[config.mk]
export PLATFORM = sky130hd
export DESIGN_NAME = uart_rx
export DESIGN_NICKNAME = d
export VERILOG_FILES = /design/src/rtl/uart_rx.sv
export SDC_FILE = /design/constraint.sdc
export NUM_CORES = 1
export LEC_CHECK = 0
export BUFFER_PORTS_ARGS = -buffer_cell sky130_fd_sc_hd__buf_2
export CORE_MARGIN = 4
export CORE_UTILIZATION = 56
export DETAILED_ROUTE_END_ITERATION = 10
export PLACE_DENSITY = 0.77
export SETUP_SLACK_MARGIN = 0.3
export SLEW_MARGIN = 20
export SYNTH_ARGS = -nofsm -noshare
export SYNTH_HDL_FRONTEND = slang
export SYNTH_SLANG_ARGS = --single-unit
[constraint.sdc]
create_clock -name clk16x -period 2.4 [get_ports clk16x]
set_clock_uncertainty 0.2 [all_clocks]
set_input_delay 0.72 -clock clk16x [delete_from_list [all_inputs] [get_ports clk16x]]
set_output_delay 0.72 -clock clk16x [all_outputs]
set_load 0.02 [all_outputs]
[src/rtl/uart_rx.sv]
// UART receiver: 8 data bits, even parity, one stop bit, sampled mid-bit at 1/OVERSAMPLE of clk16x.
// Holds the last byte with ready/parity/frame/overrun status until the CPU reads it via rdn.
module uart_rx #(
  parameter int SYNC_STAGES = 2,
  parameter int OVERSAMPLE  = 16
) (
  input  logic       clk16x,
  input  logic       clr,
  input  logic       rxd,
  input  logic       rdn,
  output logic [7:0] d_out,
  output logic       r_ready,
  output logic       parity_error,
  output logic       frame_error,
  output logic       overrun,
  output logic       receiving
);

  localparam int TW = $clog2(OVERSAMPLE);
  localparam logic [TW-1:0] MID  = TW'(OVERSAMPLE / 2 - 1);
  localparam logic [TW-1:0] LAST = TW'(OVERSAMPLE - 1);

  typedef enum logic [2:0] {IDLE, START, DATA, PARITY, STOP} state_t;

  state_t                 state_q, state_d;
  logic [SYNC_STAGES-1:0] sync_q, sync_d;
  logic                   rxd_d_q;
  logic                   rxd_s;
  logic [TW-1:0]          tick_q, tick_d;
  logic [2:0]             bit_idx_q, bit_idx_d;
  logic [7:0]             shift_q, shift_d;
  logic                   par_q, par_d;
  logic [7:0]             d_out_q, d_out_d;
  logic                   r_ready_q, r_ready_d;
  logic                   pe_q, pe_d;
  logic                   fe_q, fe_d;
  logic                   ov_q, ov_d;
  logic                   commit;
  logic                   rd;

  assign sync_d = {sync_q[SYNC_STAGES-2:0], rxd};
  assign rxd_s  = sync_q[SYNC_STAGES-1];
  assign rd     = ~rdn;

  always_ff @(posedge clk16x) begin
    if (clr) begin
      state_q   <= IDLE;
      sync_q    <= '1;
      rxd_d_q   <= 1'b1;
      tick_q    <= '0;
      bit_idx_q <= '0;
      shift_q   <= '0;
      par_q     <= 1'b0;
      d_out_q   <= '0;
      r_ready_q <= 1'b0;
      pe_q      <= 1'b0;
      fe_q      <= 1'b0;
      ov_q      <= 1'b0;
    end else begin
      state_q   <= state_d;
      sync_q    <= sync_d;
      rxd_d_q   <= rxd_s;
      tick_q    <= tick_d;
      bit_idx_q <= bit_idx_d;
      shift_q   <= shift_d;
      par_q     <= par_d;
      d_out_q   <= d_out_d;
      r_ready_q <= r_ready_d;
      pe_q      <= pe_d;
      fe_q      <= fe_d;
      ov_q      <= ov_d;
    end
  end

  always_comb begin
    state_d   = state_q;
    tick_d    = tick_q + 1'b1;
    bit_idx_d = bit_idx_q;
    shift_d   = shift_q;
    par_d     = par_q;
    commit    = 1'b0;
    case (state_q)
      IDLE: begin
        tick_d = '0;
        if (rxd_d_q && !rxd_s) state_d = START;
      end
      START: begin
        // Half a bit in: a line back high means the edge was a glitch.
        if (tick_q == MID) begin
          tick_d    = '0;
          bit_idx_d = '0;
          state_d   = rxd_s ? IDLE : DATA;
        end
      end
      DATA: begin
        if (tick_q == LAST) begin
          tick_d    = '0;
          shift_d   = {rxd_s, shift_q[7:1]};
          bit_idx_d = bit_idx_q + 3'd1;
          if (bit_idx_q == 3'd7) state_d = PARITY;
        end
      end
      PARITY: begin
        if (tick_q == LAST) begin
          tick_d  = '0;
          par_d   = rxd_s;
          state_d = STOP;
        end
      end
      STOP: begin
        if (tick_q == LAST) begin
          tick_d  = '0;
          state_d = IDLE;
          commit  = 1'b1;
        end
      end
      default: begin
        tick_d  = '0;
        state_d = IDLE;
      end
    endcase
  end

  // A commit takes precedence over a read landing on the same edge.
  always_comb begin
    d_out_d   = d_out_q;
    r_ready_d = r_ready_q;
    pe_d      = pe_q;
    fe_d      = fe_q;
    ov_d      = ov_q;
    if (commit) begin
      d_out_d   = shift_q;
      r_ready_d = 1'b1;
      pe_d      = (^shift_q) ^ par_q;
      fe_d      = ~rxd_s;
      if (r_ready_q && !rd) ov_d = 1'b1;
    end else if (rd) begin
      r_ready_d = 1'b0;
      pe_d      = 1'b0;
      fe_d      = 1'b0;
      ov_d      = 1'b0;
    end
  end

  assign d_out        = d_out_q;
  assign r_ready      = r_ready_q;
  assign parity_error = pe_q;
  assign frame_error  = fe_q;
  assign overrun      = ov_q;
  assign receiving    = (state_q != IDLE);

endmodule
== Word level (Yosys, flattened, before mapping) ==
Cells that the tools add are included.
Word-level totals
  bits in registers: 34
  input port bits: 4
  logic and storage cells: 66
Operators by class
  add/sub/neg operators: 2
  eq/ne operators: 15
  muxes and demuxes: 22
  bitwise gates (word level): 2
  reduce and logical (&&, ||, !) cells: 13
Operators by type and width (number)
  $mux W3: 8
  $pmux W3 S5: 1
  $ne A2 B2 Y1 const B: 6
  $mux W1: 8
  $mux W4: 2
  $pmux W4 S2: 1
  $reduce_xor A8 Y1: 1
  $eq A3 B2 Y1 const B: 2
  $eq A3 B3 Y1 const B: 2
  $pmux W3 S2: 1
  $reduce_and A2 Y1: 3
  $reduce_and A6 Y1: 1
  $add A4 B1 Y4 const B: 1
  $eq A4 B3 Y1 const B: 1
  $eq A4 B4 Y1 const B: 1
  $ne A2 B1 Y1 const B: 2
  $add A3 B1 Y3 const B: 1
  $eq A3 B1 Y1 const B: 1
  $logic_not A3 Y1: 1
  $reduce_and A3 Y1: 1
  $reduce_bool A3 Y1: 1
  $reduce_or A3 Y1: 1
  $logic_and A1 B1 Y1: 2
  $mux W2: 1
  4 further kinds: 4

== Longest topological paths before layout ==
  word-level depth: 5
  mapped depth: 6
  mapped depth without buffers: 5

== Worst setup path after synthesis ==
No wires, ideal clock.
  path type: reg2out
  from: register state_q[0]
  to: output port receiving
  arrival: 0.883 ns
  path slack: 0.597 ns
  stages on the path, launching flop included: 3
  path buffers: 1
  cells stage by stage: dfxtp_1 -> buf_4 -> or3_1
On the way
  word-level cells in the longest chain between the ends: 1
RTL lines
  from (decl): RTL line 25  | state_t state_q, state_d;
  from (signal assigned): RTL line 60  | state_q <= state_d;
  $reduce_bool A3 Y1: RTL line 150  | assign receiving = (state_q != IDLE);
  to (decl): RTL line 16  | output logic receiving
Every way passes these cells.

== Worst setup path in the final report ==
  from: register state_q[1]
  to: output port receiving
The elaborated chain is that of the path after synthesis.

==> results.json <==
{
  "status": "finished, final reports clean",
  "cpPeakStageDelay_ns": 0.38,
  "start_util": 0.594,
  "htree_num_levels": 2,
  "core_area_mm2": 0.00252,
  "drive_gt1_frac": 0.237,
  "fin_nets": 183,
  "cp.arrival_ns": 1.20,
  "finalNonFillerCells": 207,
  "end_kind": "output port",
  "grt_max_degree": 30,
  "syn_nets": 167,
  "crit_slowest_cell": "or3_4",
  "yosysTopAreaCell": "dfxtp_1",
  "path_depth": 2,
  "overflow": 0,
  "grt_pass1_wl_mm": 4.64,
  "relSlewSlack": 0.667,
  "max-cap-violations": 0,
  "worst_pin_slew_ns": 0.499,
  "crit_type": "reg2out",
  "dp_slack_ns": 0.332,
  "cts_buffer_depth": 2,
  "p_leak_nw": 0.706,
  "drt_iter0_drc": 47,
  "clk_pin_slew_worst_paths_ns": 0.10,
  "cts_tree": "yes",
  "root_buffer": "clkbuf_4",
  "critPathTopFamily": "simple AND/OR/NAND/NOR gates",
  "r2r-start": "tick_q[0]",
  "wl_mm": 2.74,
  "synth_adder_area_share": 0.0251,
  "dp_hpwl_mm": 1.86,
  "finalSetupViolCount": 0,
  "grt_pass1_vias": 1052,
  "cts.sinks": 34,
  "syn_to_final_growth_pct": 11.4,
  "max_freq_mhz": 471,
  "die_width_um": 59.7,
  "synth_top_family_by_area": "simple AND/OR/NAND/NOR gates",
  "path_max_fanout": 2,
  "diodes": 0,
  "vias_per_cell": 5.55,
  "crit_path_cell_trace": "or3_4 > buf_6",
  "finalSetupTns_ns": 0,
  "crit_buf_inv": 1,
  "std_cell_rows": 18,
  "synthMuxAreaShare": 0.0677,
  "min_from": "sync_q[0]",
  "setup_ws_ns": 0.276,
  "synth_cells": 160,
  "synthFlopType": "dfxtp_1",
  "power.density_mw_per_mm2": 557,
  "layout_common_cells": "31 x dfxtp_1, 23 x nand2_1, 15 x nor2_1, 15 x a21oi_1, 15 x buf_2",
  "vdd_drop_max_mv": 0.576,
  "layout_commonest_cell": "dfxtp_1",
  "fin_util": 0.661,
  "hold_class": "reg2reg",
  "required_ns": 1.48,
  "fp.dieH_um": 59.7,
  "synth_edf_count": 0,
  "ctsHoldBuffers": 0,
  "finalHoldViolations": 0,
  "io_buffers": 16,
  "synthXorXnorAreaFrac": 0.0710,
  "synth-compound-area-share": 0.116,
  "antenna_left": 0,
  "vias": 1148,
  "dp.cells": 196,
  "rsz0062_at_grt": "true",
  "fin_area_mm2": 0.00167,
  "gp_congestion": 0.808,
  "layout_min_cycle_time_ns": 2.12,
  "hold_end": "sync_q[1]",
  "ys_types": 36,
  "synth-simple-area-share": 0.217,
  "drc_errors": 0,
  "numCtsBuffers": 5,
  "synthArstFlopShare": 0,
  "grt_usage": 0.179,
  "io_pins": 17,
  "seq_area_frac_synth": 0.454,
  "dieArea_mm2": 0.00357,
  "post-route-period-util": 0.885,
  "avgRoutedWirePerCell_um": 13.2,
  "place_area_mm2": 0.00155,
  "hold_depth": 1,
  "rr_endpoint": "bit_idx_q[0]",
  "synth_area_leaders": "dfxtp_1 45%, mux2i_1 6.0%, nand2_1 5.8%",
  "avgSynthCellArea_um2": 9.36,
  "slew_violations": 0,
  "synth_top_area_share": 0.454,
  "ys_ff_latch": 34,
  "insertion_delay_ns": 0.33,
  "antenna_found_initial": 0,
  "first_pass_iters": 4,
  "r2r_slack_ns": 0.55,
  "critPathLaunchType": "flop",
  "rr_worst_depth": 5,
  "synth-warning-count": 0,
  "netlist_area_mm2": 0.00150
}
==> synth_stat cells, drive strengths merged, types with 2 or more instances <==
cell type  number
o21a            3
a21oi          15
inv             3
and3            2
or3b            2
nand4           3
o21ai           3
nand2          23
clkbuf          3
mux2i           9
xnor2           4
nor2           16
buf             7
a2111oi         2
ha              3
nand2b          3
nor4            3
xor2            3
xnor3           2
nand3           7
dfxtp          34
or2             2
==> repair_timing <==
action / in CTS / in global routing
gates resized for setup: 9 / 1
pin swaps: 1 / 0
buffers inserted: 3 / 0
setup endpoints to repair: 2 / 8
==> how the worst max path moves through the flow <==
stage          slack (ns)            to        from
6_report             0.28     receiving  state_q[1]
2_1_floorplan        0.60     receiving  state_q[0]
4_1_cts              0.27     receiving  state_q[1]
3_3_place_gp         0.40  bit_idx_q[0]   tick_q[0]
3_5_place_dp         0.33  bit_idx_q[0]   tick_q[0]
5_1_grt              0.22     receiving  state_q[1]
==> flip-flops by register name (all words and copies together) (netlist names), 2 cells and up <==
signal     flops
d_out          8
sync_q         2
state_q        3
shift_q        8
tick_q         4
bit_idx_q      3
==> kinds of logic after synthesis <==
kind of cell	after synthesis
XOR/XNOR	9
adder cells (fa/ha/maj)	3
flip-flops	34
multiplexers	10
buffers and inverters	13
AO/OA/AOI/OAI	27
AND/OR/NAND/NOR	64
==> routing by layer <==
layer,GRT usage,share of wire,vias up,wire [um]
met5,0,0,-,0
li1,-,-,582,-
met1,0.231,0.44,534,1210
met2,0.264,0.49,27,1330
met3,0.0778,0.056,5,152
met4,0.0665,0.013,0,36
==> final cells by class <==
class	instances	area, um^2
Tap cell	30	37.5
Clock inverter	2	12.5
Inverter	3	11.3
Sequential cell	34	692
Timing Repair Buffer	19	109
Multi-Input combinational cell	113	754
Clock buffer	6	51.3
Fill cell	228	855
==> power breakdown <==
group | total (W) | switching, W | internal, W
Sequential | 0.000566 | 0.00000191 | 0.000564
Combinational | 0.0000302 | 0.0000189 | 0.0000113
Clock | 0.000333 | 0.000192 | 0.000141
Total | 0.000929 | 0.000213 | 0.000716
==> stage by stage <==
step                hold slack (ns)  total power, W
CTS                           0.235        0.000940
floorplan                     0.189        0.000601
global route                  0.241        0.000981
global placement              0.197        0.000607
finish                        0.227        0.000929
detailed placement            0.199        0.000608
Note: power is estimated with default switching activity, not from simulation.
